<file path="src/rtl/tmr_vote_monitor.sv">
// TMR receive-side voter: bitwise majority vote of three lane copies into one
// registered word, per-lane disagreement flags, saturating per-lane upset
// counters and a req/ack snapshot that captures and clears the counters.
module tmr_vote_monitor #(
  parameter int WIDTH = 8,
  parameter int CNT_W = 8
) (
  input  logic             clk,
  input  logic             rst,
  input  logic [WIDTH-1:0] inA,
  input  logic [WIDTH-1:0] inB,
  input  logic [WIDTH-1:0] inC,
  input  logic             in_valid,
  output logic [WIDTH-1:0] out,
  output logic             out_valid,
  output logic [2:0]       err_lane,
  output logic             err_multi,
  input  logic             snap_req,
  output logic             snap_ack,
  output logic [CNT_W-1:0] snapA,
  output logic [CNT_W-1:0] snapB,
  output logic [CNT_W-1:0] snapC
);

  typedef enum logic [1:0] {
    IDLE = 2'd0,
    SNAP = 2'd1,
    ACK  = 2'd2
  } state_t;

  state_t state_q, state_d;

  logic [WIDTH-1:0]       vote;
  logic [2:0]             lane_err;
  logic                   multi_err;

  logic [WIDTH-1:0]       out_q, out_d;
  logic                   out_valid_q, out_valid_d;
  logic [2:0]             err_lane_q, err_lane_d;
  logic                   err_multi_q, err_multi_d;

  // Lane-indexed counter state: index 0 = A, 1 = B, 2 = C.
  logic [2:0][CNT_W-1:0]  cnt_q, cnt_d, cnt_inc;
  logic [2:0][CNT_W-1:0]  snap_q, snap_d;

  // Bitwise majority and per-lane disagreement against the voted word.
  assign vote        = (inA & inB) | (inB & inC) | (inA & inC);
  assign lane_err[0] = |(inA ^ vote);
  assign lane_err[1] = |(inB ^ vote);
  assign lane_err[2] = |(inC ^ vote);
  assign multi_err   = (lane_err[0] & lane_err[1]) | (lane_err[1] & lane_err[2]) |
                       (lane_err[0] & lane_err[2]);

  // Per-lane saturating increment; this is also what a capture sees, so an
  // upset in the capture cycle lands in the snapshot.
  for (genvar gi = 0; gi < 3; gi++) begin : g_lane_cnt
    assign cnt_inc[gi] = (in_valid && lane_err[gi] && (cnt_q[gi] != {CNT_W{1'b1}}))
                         ? cnt_q[gi] + CNT_W'(1) : cnt_q[gi];
  end

  // Voted word and flags: word holds when idle, flags clear when idle.
  always_comb begin
    out_d       = out_q;
    out_valid_d = in_valid;
    err_lane_d  = 3'b000;
    err_multi_d = 1'b0;
    if (in_valid) begin
      out_d       = vote;
      err_lane_d  = lane_err;
      err_multi_d = multi_err;
    end
  end

  // Snapshot FSM next state plus counter/snapshot next values.
  always_comb begin
    state_d = state_q;
    cnt_d   = cnt_inc;
    snap_d  = snap_q;
    case (state_q)
      IDLE: if (snap_req) state_d = SNAP;
      SNAP: begin
        snap_d  = cnt_inc;
        cnt_d   = '0;
        state_d = ACK;
      end
      ACK:  if (!snap_req) state_d = IDLE;
      default: state_d = IDLE;
    endcase
  end

  // State register; reset aborts any handshake in progress.
  always_ff @(posedge clk or posedge rst) begin
    if (rst) begin
      state_q     <= IDLE;
      out_q       <= '0;
      out_valid_q <= 1'b0;
      err_lane_q  <= 3'b000;
      err_multi_q <= 1'b0;
      cnt_q       <= '0;
      snap_q      <= '0;
    end else begin
      state_q     <= state_d;
      out_q       <= out_d;
      out_valid_q <= out_valid_d;
      err_lane_q  <= err_lane_d;
      err_multi_q <= err_multi_d;
      cnt_q       <= cnt_d;
      snap_q      <= snap_d;
    end
  end

  assign out       = out_q;
  assign out_valid = out_valid_q;
  assign err_lane  = err_lane_q;
  assign err_multi = err_multi_q;
  assign snap_ack  = (state_q == ACK);
  assign snapA     = snap_q[0];
  assign snapB     = snap_q[1];
  assign snapC     = snap_q[2];

endmodule

</file>
<file path="config.mk">
export PLATFORM = sky130hd
export DESIGN_NAME = tmr_vote_monitor
export DESIGN_NICKNAME = d
export VERILOG_FILES = /design/src/rtl/tmr_vote_monitor.sv
export SDC_FILE = /design/constraint.sdc
export NUM_CORES = 1
export LEC_CHECK = 0
export CAP_MARGIN = 40
export CORE_ASPECT_RATIO = 0.9
export CORE_MARGIN = 4
export CORE_UTILIZATION = 45
export DETAILED_ROUTE_END_ITERATION = 10
export GPL_ROUTABILITY_DRIVEN = 0
export GPL_TIMING_DRIVEN = 0
export PLACE_DENSITY = 0.71
export SYNTH_ARGS = -nofsm -noshare
export SYNTH_HDL_FRONTEND = slang
export SYNTH_SLANG_ARGS = --single-unit
export TNS_END_PERCENT = 30
</file>
<file path="constraint.sdc">
create_clock -name clk -period 4.9 [get_ports clk]
set_input_delay 1.47 -clock clk [delete_from_list [all_inputs] [get_ports clk]]
set_output_delay 1.47 -clock clk [all_outputs]
set_load 0.05 [all_outputs]
</file>
Yosys cells after proc, flatten, opt, wreduce, memory -nomap -nowiden
Index checks and enable logic that the tools add are counted.
- memories kept: 0
- bits in writable memories: 0
- memory bits (read-only): 0
- register bits: 63
- word-level logic and storage cells: 54
- output and inout bits: 38
- latch bits: 0
- shifts and indexed selects: 0
- mux-type cells: 9
- $mul: 0
- $add $sub $neg: 3
- $lt $le $gt $ge: 0
- equal/unequal tests: 7
- divide/modulo/power cells: 0
- bitwise operators: 13
- reduce and logical (&&, ||, !) cells: 11
- operator list (cell ; number):
    adder 8 x 1 -> 8 bit (second input constant) ; 3
    AND 8 bit ; 3
    2-to-1 mux 24 bit ; 1
    2-to-1 mux 8 bit ; 3
    != test 8 bit (second input constant) ; 3
    OR reduction 8 bit ; 3
    XOR 8 bit ; 3
    bitwise OR 8 bit ; 2
    logical AND 1 bit ; 6
    one-hot mux 2 bit (3 select lines) ; 1
    2-to-1 mux 2 bit ; 2
    != test 2 bit (second input constant) ; 2
    AND 1 bit ; 3
    2-to-1 mux 3 bit ; 1
    equality test 2 x 1 -> 1 bit (second input constant) ; 1
    equality test 2 bit (second input constant) ; 1
    zero test 2 bit ; 1
    bitwise OR 1 bit ; 2
    AND reduction 2 bit ; 1
    2-to-1 mux 1 bit ; 1

Logic depth before layout (Yosys ltp)
Gate-level depths: netlist of run 1.
- depth after elaboration: 9
- gate-level depth with buffers: 7
- depth with buffers taken out: 7

Worst setup path after synthesis of run 1
No wires, ideal clock.
- path kind: in2reg
- start point: in inB[2]
- end point: reg snap_q, in the netlist snapA[5]
- stages: 7
- path slack: 1918 ps
- arrival time: 2900 ps
- data required time: 4818 ps
- buffers on the path: 1
- cell sequence: or3b_1 -> nand4_1 -> nor3_1 -> a31o_1 -> buf_6 -> or4_4 -> a31oi_1
- word-level cells in the longest chain between the ends: 8
- elaborated cells between the ends (all ways): 9
- RTL lines (what ; RTL line ; text):
    start: declaration ; 11 ; input logic [WIDTH-1:0] inB,
    AND 8 bit ; 47 ; assign vote = (inA & inB) | (inB & inC) | (inA & inC);
    bitwise OR 8 bit (*) (2 in a row) ; 47 ;
    XOR 8 bit (*) ; 48 ; assign lane_err[0] = |(inA ^ vote);
    OR reduction 8 bit (*) ; 48 ;
    logical AND 1 bit (*) (2 in a row) ; 57 ; assign cnt_inc[gi] = (in_valid && lane_err[gi] && (cnt_q[gi] != {CNT_W{1'b1}}))
    2-to-1 mux 8 bit (*) ; 58 ; ? cnt_q[gi] + CNT_W'(1) : cnt_q[gi];
    end signal: assignment ; 108 ; snap_q <= snap_d;
    end: declaration ; 44 ; logic [2:0][CNT_W-1:0] snap_q, snap_d;
Every way passes the cells marked *; elsewhere a longest branch is shown, timed or not.
A chain may end at the register's enable or synchronous reset.

Worst setup path in the final report of run 1
- start point: in inA[0]
- end point: reg snap_q, in the netlist snapB[3]
- word-level cells in the longest chain between the ends: 8
- elaborated cells between the ends (all ways): 9
- RTL lines (what ; RTL line ; text):
    start: declaration ; 10 ; input logic [WIDTH-1:0] inA,
    AND 8 bit ; 47 ;
    bitwise OR 8 bit ; 47 ;
    bitwise OR 8 bit (*) ; 47 ;
    XOR 8 bit (*) ; 49 ; assign lane_err[1] = |(inB ^ vote);
    OR reduction 8 bit (*) ; 49 ;
    logical AND 1 bit (*) (2 in a row) ; 57 ;
    2-to-1 mux 8 bit (*) ; 58 ;
Marks and branches as above.

==> metrics.md, run 1 <==
| Metric | Value |
|---|---|
| Post-Synthesis Net Count | `363` |
| ANT cells | `0` |
| Final setup fails | `0` |
| Post-CTS sizing | `0` |
| Largest family of logic cells by synthesized area | `simple AND/OR/NAND/NOR gates` |
| H-tree depth | `3` |
| Synth warn | `0` |
| Die Ht | `88.96 um` |
| Initial antenna violation count | `0` |
| Clock power share | `26.3%` |
| Count leader, synth | `dfrtp_1` |
| CTS max path bufs | `2` |
| Routed WL | `7.660 mm` |
| CP peak stage delay | `610 ps` |
| Syn_area_per_cell | `9.870 um2` |
| Worst r2r src | `cnt_q[16]` |
| CTS sink cnt | `63` |
| CTS Hold Buffers Added | `0` |
| Initial core utilization | `46.31%` |
| First-pass GRT wire length | `12.70 mm` |
| Register area share after synthesis | `48.11%` |
| GRT Util Overall | `18.47%` |
| Clock transition at path regs | `70 ps` |
| Post-Synth XOR/XNOR Area | `1.871%` |
| Sequential power share | `34.3%` |
| Mux share of post-synthesis cell area | `3.971%` |
| CP required | `5150 ps` |
| Reg2reg end | `snapC[5]` |
| Cell total after placement | `491` |
| Clock root cell | `clkbuf_8` |
| IR drop worst, VDD | `231.1 uV` |
| Complex-gate fraction of the synthesized area | `12.52%` |
| Commonest cells in the netlist | `63 x dfrtp_1, 31 x nand2_1, 26 x nor2_1` |
| Overflow after GRT | `0` |
| Clock latency on the worst-skew pair | `340 ps` |
| Crit-path slowest cell | `clkdlybuf4s50_1` |
| Sw frac | `40.12%` |
| Worst Clk Skew | `7.996 ps` |
| Number of synthesized register bits | `63` |
| Post-detail-place hpwl | `5.597 mm` |
| Setup crit end | `snapB[3]` |
| Synth top area cells | `dfrtp_1 48%, nand3b_1 3.9%, nand2_1 3.6%` |
| Post-synthesis cell area | `3277 um2` |
| Top cell type's share of synthesized area | `48.11%` |
| Slew HR | `54.83%` |
| Cell family with most CP delay | `simple AND/OR/NAND/NOR gates` |
| Status | `complete, no violations` |
| Largest net degree at the start of global routing | `33` |
| Post-CTS Setup Inserts | `0` |
| DIE AREA | `8713 um2` |
| Cell depth of the worst setup path | `7` |
| Area share of and/or/nand/nor cells after synthesis | `27.49%` |
| Internal | `0.001272 W` |
| Post-synth EDFFs | `0` |
| Worst Setup End Kind | `flop` |
| Final Instance Count excl. Fillers | `507` |
| Core area | `7076 um2` |
| Asr flop ratio synth | `100.0%` |
| Max Slew Vio Count | `0` |
| Gate power share | `39.4%` |
| CTS tree | `yes` |
| Residual DRC | `0` |
| WL/cell | `15.11 um` |
| Via/cell ratio | `5.473` |
| Cell count after synthesis | `332` |
| Fin util | `60.88%` |
| Period utilization | `69.31%` |
| Layout cell share with drive strength beyond 1 | `10.63%` |
| Sw power | `0.0008524 W` |
| I/O pin count | `66` |
| Worst Reg-to-Reg Cells | `7` |
| Final ANT Viol Nets | `0` |
| CTS buffer count | `9` |
| HP Start | `snapB[0]` |
| Unrepaired setup endpoints after global routing | `false` |
| Pwr dens | `493.2 nW/um2` |
| Total Neg Setup Slack | `0 ps` |
| Iteration-0 DRC Markers | `127` |
| Final hold slack | `477.4 ps` |
| Area occupied by registers | `1577 um2` |
| Number of global-route vias before repair | `2698` |
| Fin crit period | `3396 ps` |
| CP Cell Sequence | `clkdlybuf4s50_1, or3b_2, o2111ai_1, nor3_1, nand2_1, and4_1, o31ai_1` |
| Leak | `1.747 nW` |
| Nets | `440` |
| Buf/Inv on CP | `1` |
| DIE WIDTH | `97.95 um` |
| Predominant post-synthesis flop cell | `dfrtp_1` |
| CP Launch Type | `input pin` |
| Maximum achievable frequency | `0.2944 GHz` |
| Number of fill cells in the layout | `593` |
| Leading area contributor after synthesis | `dfrtp_1` |
| Slew @ Worst Pin | `676.5 ps` |
| Via count | `2775` |
| Critical Path Start | `inA[0]` |
| R2R setup slack | `2980 ps` |
| Synth cell types | `46` |
| Kind of critical path | `in -> reg` |
| Max-Cap Viols | `0` |
| WP data arrival | `3650 ps` |
| Adder-Cell Fraction of Synth Area | `3.589%` |
| HP Class | `reg -> reg` |
| Max FO, Critical Path | `8` |
| DRT Pass-1 Iters | `4` |
| P&R area growth vs syn | `31.46%` |
| Multi-input gate area | `1620 um2` |
| # port buffers | `65` |
| Final Hold Fails | `0` |
| Rows | `29` |
## metrics by stage
stage	setup WS [ps]	power [W]	instance area [um2]
2_1_floorplan	1860	0.001282	3277
3_3_place_gp	742.7	0.001560	4044
3_5_place_dp	1139	0.001577	4064
4_1_cts	1496	0.002139	4308
5_1_grt	1279	0.002240	4308
6_report	1504	0.002125	4308
## worst register-to-register path, cell delays in order, from the launching register on
cell     delay [ps]
dfrtp_1         390
ha_1            200
nand3_1         110
or3_1           440
and4_1          240
nand3_1         100
xor2_1          200
o21ai_0          90
## area by class of cell
class	instances	share of cell area [%]
inverter	7	0.6099
buffer	12	1.249
sequential	63	36.60
timing repair buffer	66	15.57
clock buffer	9	2.875
clock inverter	7	2.788
tap	93	2.701
multi-input combinational	250	37.61
## kinds of logic (layout without fill, tap and decap cells)
family / Yosys count / in the layout
adder cells (fa/ha/maj): 11 / 11
multiplexers: 12 / 12
AND/OR/NAND/NOR: 155 / 155
flip-flops: 63 / 63
AO/OA/AOI/OAI: 65 / 65
XOR/XNOR: 7 / 7
buffers and inverters: 19 / 101
## routing by layer
layer  part of all wire [%]  wire length (um)  track usage, %
met1                     47              3585           24.47
met2                     47              3622           30.41
met3                    4.5               346           3.276
met4                    1.4               106           7.799
met5                      0                 0               0
## flip-flops by register name (all words and copies together) (netlist names)
name and count:
cnt_q 24, snapB 8, out_valid 1, err_lane 3, out 8, state_q 2
err_multi 1, snapC 8, snapA 8
## power by group through the flow
stage                     logic [W]  clock network (W)  registers [W]
final                      0.000837           0.000560       0.000728
after global routing       0.000901           0.000591       0.000747
after CTS                  0.000844           0.000567       0.000728
after detailed placement   0.000841                  0       0.000736
after global placement     0.000827                  0       0.000732
after floorplan            0.000290                  0       0.000991
## worst min path at each step
stage | depth (start not counted) | slack [ps] | end
after global placement | 2 | 460 | snapB[0]
after global routing | 2 | 520 | snapC[3]
after detailed placement | 2 | 470 | snapB[0]
after floorplan | 1 | 460 | state_q[0]
final | 2 | 480 | snapB[0]
after CTS | 2 | 490 | snapB[0]
## cells in the final DEF, fill, tap and decap left out, drive strengths merged, types with 2 or more instances in the layout
master / count
bufinv: 3
xor2: 3
mux2i: 4
clkbuf: 17
nand3: 7
nor3b: 3
ha: 3
inv: 8
or4: 3
nor2b: 5
o22ai: 5
a221oi: 2
and2: 3
mux2: 8
xnor2: 4
and3: 5
clkinv: 2
nand2: 31
buf: 5
or3: 3
and4: 7
a21oi: 18
o21ai: 15
nor2: 26
o31ai: 7
nand4: 9
nand3b: 17
nand2b: 11
a31o: 3
maj3: 8
clkdlybuf4s50: 65
nor3: 10
dfrtp: 63
o2111ai: 3
a31oi: 10
or3b: 12
No activity file was read; power rests on OpenSTA's default activity.
==> inputs of run 2 (changes only) <==
==> constraint.sdc (replaced) <==
create_clock -name clk -period 3.35 [get_ports clk]
set_input_delay 1.005 -clock clk [delete_from_list [all_inputs] [get_ports clk]]
set_output_delay 1.005 -clock clk [all_outputs]
set_load 0.05 [all_outputs]
==> results of run 2 <==
The final DEF is identical to that of run 1. Status: complete, no violations.
Main changes from that run: setup slack after placement 1139 ps -> 53.88 ps; setup slack after layout 1504 ps -> 418.6 ps; register-to-register setup slack 2980 ps -> 1430 ps; total power 0.002125 W -> 0.003108 W; worst IR drop on VDD 231.1 uV -> 338.1 uV
==> inputs of run 3 (changes only) <==
--- a/config.mk
+++ b/config.mk
@@ -12,7 +12,7 @@
 export DETAILED_ROUTE_END_ITERATION = 10
 export GPL_ROUTABILITY_DRIVEN = 0
 export GPL_TIMING_DRIVEN = 0
-export PLACE_DENSITY = 0.71
+export PLACE_DENSITY = 0.74
 export SYNTH_ARGS = -nofsm -noshare
 export SYNTH_HDL_FRONTEND = slang
 export SYNTH_SLANG_ARGS = --single-unit
==> constraint.sdc (replaced) <==
create_clock -name clk -period 2.49 [get_ports clk]
set_input_delay 0.747 -clock clk [delete_from_list [all_inputs] [get_ports clk]]
set_output_delay 0.747 -clock clk [all_outputs]
set_load 0.005 [all_outputs]
==> metrics.md, run 3 (synthesized netlist as in run 1, its figures left out) <==
| Metric | Value |
|---|---|
| Fin util | `60.50% (was 60.88%)` |
| Clock transition at path regs | `70 ps (about the same)` |
| Kind of critical path | `in -> reg (unchanged)` |
| Number of flip-flops in the largest register | `24 (unchanged)` |
| Total Neg Setup Slack | `0 ps (unchanged)` |
| Maximum achievable frequency | `0.4198 GHz` |
| CP required | `2750 ps (was 3600 ps)` |
| Max FO, Critical Path | `10 (was 8)` |
| DIE AREA | `8713 um2 (unchanged)` |
| WP data arrival | `2640 ps (was 3180 ps)` |
| Final setup fails | `0 (unchanged)` |
| H-tree depth | `3 (unchanged)` |
| Fin crit period | `2382 ps` |
| Most common cell after layout, fill and taps aside | `dfrtp_1 (was clkdlybuf4s50_1)` |
| Post-detail-place hpwl | `5.640 mm (was 5.597 mm)` |
| Max-Cap Viols | `0 (unchanged)` |
| Overflow after GRT | `0 (unchanged)` |
| Reg with most FFs | `cnt_q (unchanged)` |
| Gate power share | `33.9% (was 39.4%)` |
| DRT Pass-1 Iters | `4 (unchanged)` |
| Leak | `1.817 nW (was 1.747 nW)` |
| Clock latency on the worst-skew pair | `340 ps (about the same)` |
| Finished Cell Area | `4280 um2 (was 4308 um2)` |
| GRT Max-Usage Layer | `met2 (unchanged)` |
| Initial core utilization | `46.31% (unchanged)` |
| Via count | `2792 (was 2775)` |
| CP Cell Sequence | `dlygate4sd2_1, or3b_1, nand4_1, nor3_1, a31o_1, buf_6, or4_4, a31oi_2 (was clkdlybuf4s50_1, or3b_2, o2111ai_1, nor3_1, nand2_1, and4_1, o31ai_1)` |
| IR drop worst, VDD | `390.2 uV (was 338.1 uV)` |
| Placed Area | `4064 um2 (unchanged)` |
| Pwr dens | `765.2 nW/um2 (was 721.4 nW/um2)` |
| Sw power | `0.001082 W (was 0.001247 W)` |
| Final setup margin | `108.0 ps (was 418.6 ps)` |
| CP peak stage delay | `430 ps (was 610 ps)` |
| Routed WL | `7.786 mm (was 7.660 mm)` |
| Slew HR | `54.11% (was 54.83%)` |
| Final ANT Viol Nets | `0 (unchanged)` |
| Final Hold Fails | `0 (unchanged)` |
| I/O pin count | `66 (unchanged)` |
| Worst Clk Skew | `7.862 ps (was 7.996 ps)` |
| Initial antenna violation count | `1 (was 0)` |
| Status | `complete, no violations (unchanged)` |
| Layout cell share with drive strength beyond 1 | `12.11% (was 10.63%)` |
| Slew @ Worst Pin | `687.4 ps (was 676.5 ps)` |
| CTS tree | `yes (unchanged)` |
| # port buffers | `65 (unchanged)` |
| Crit-path slowest cell | `or4_4 (was clkdlybuf4s50_1)` |
| Worst slack at placement | `-564.4 ps (was 53.88 ps)` |
| Via/cell ratio | `5.507 (was 5.473)` |
| Residual DRC | `0 (unchanged)` |
| P&R area growth vs syn | `30.62% (was 31.46%)` |
| Nets | `440 (unchanged)` |
| Internal | `0.002193 W (was 0.001861 W)` |
| Core area | `7076 um2 (unchanged)` |
| CTS max path bufs | `2 (unchanged)` |
| Clock root cell | `clkbuf_8 (unchanged)` |
| Number of global-route vias before repair | `2715 (was 2698)` |
| Sw frac | `33.04% (was 40.12%)` |
| WL/cell | `15.36 um (was 15.11 um)` |
| Clock power share | `22.2% (was 26.3%)` |
| CTS Hold Buffers Added | `0 (unchanged)` |
| First-pass GRT wire length | `12.90 mm (was 12.70 mm)` |
| Max Slew Vio Count | `0 (unchanged)` |
| GRT Util Overall | `18.78% (was 18.47%)` |
| Worst Setup End Kind | `flop (unchanged)` |
| CP Launch Type | `input pin (unchanged)` |
| Commonest cells after routing, fill and taps aside | `63 x dfrtp_1, 40 x clkdlybuf4s50_1, 30 x nand2_1 (was 65 x clkdlybuf4s50_1, 63 x dfrtp_1, 31 x nand2_1)` |
| CTS sink cnt | `63 (unchanged)` |
| Period utilization | `95.66%` |
| Die Ht | `88.96 um (unchanged)` |
| Largest net degree at the start of global routing | `34 (was 33)` |
| Iteration-0 DRC Markers | `138 (was 127)` |
| CTS buffer count | `9 (unchanged)` |
| Sequential power share | `43.9% (was 34.3%)` |
| Grt met2 use | `31.46% (was 30.41%)` |
| HP Class | `reg -> reg (unchanged)` |
| GR Util met1 | `23.68% (was 24.47%)` |
| Rows | `29 (unchanged)` |
| DIE WIDTH | `97.95 um (unchanged)` |
| M3 GR Usage | `5.616% (was 3.276%)` |
## run 3: cell types whose count changed in the layout (fill, tap and decap cells not counted), moves of 2 or more
cell | previous run | this run
buf_4 | 0 | 2
bufinv_16 | 3 | 0
clkdlybuf4s50_1 | 65 | 40
clkinv_2 | 1 | 3
dlygate4sd2_1 | 0 | 17
dlymetal6s2s_1 | 0 | 7
xnor2_1 | 4 | 2
xnor2_2 | 0 | 2
## run 3: power groups by stage
stage | clock (W) | sequential (W) | combinational (W)
global route | 0.000796 | 0.00147 | 0.00125
floorplan | 0 | 0.00143 | 0.000545
detailed placement | 0 | 0.00145 | 0.00110
CTS | 0.000756 | 0.00143 | 0.00111
finish | 0.000727 | 0.00144 | 0.00111
global placement | 0 | 0.00144 | 0.00108
## run 3: critical path, delay by kind of cell
family / cells / cell delay (ps)
AO/OA/AOI/OAI: 2 / 450
AND/OR/NAND/NOR: 4 / 980
buffers and inverters: 2 / 450
## run 3: final cells by class
type                       count  area, um2
sequential                    63       1577
timing repair buffer          67      674.4
multi-input combinational    250       1677
tap                           93      116.4
clock inverter                 4      23.77
antenna                        1      2.502
clock buffer                  11      131.4
buffer                        11      52.55
inverter                       7      26.28
fill                         616       2795
## run 3: what timing repair did
action | 4_1_cts | 5_1_grt
setup endpoints to repair | 32 | 37
setup buffers | 0 | 1
pin swaps | 0 | 1
gates resized for setup | 23 | 13
## run 3: worst paths after layout
path | startpoint | endpoint | slack (ps) | depth (start not counted)
max | inB[7] | snapA[5] | 110 | 8
min | snapC[5] | snapC[5] | 480 | 2
max reg2reg | cnt_q[16] | snapC[7] | 520 | 7
min reg2reg | snapC[5] | snapC[5] | 480 | 2
max in group asynchronous | rst | cnt_q[13] | 1040 | 3
min in group asynchronous | rst | snapC[0] | 840 | 2
## run 3: through the flow
stage          hold slack [ps]  power (W)  cells
3_3_place_gp             462.3   0.002514    490
4_1_cts                  484.8   0.003302    505
2_1_floorplan            456.8   0.001975    332
6_report                 479.6   0.003275    507
5_1_grt                  502.6   0.003520    507
3_5_place_dp             469.2   0.002553    491
## run 3: layer usage
layer	vias to the layer above	part of all wire [%]
met5	-	0
met4	0	0.90
met3	6	6.8
met2	89	48
met1	1321	44
li1	1376	-
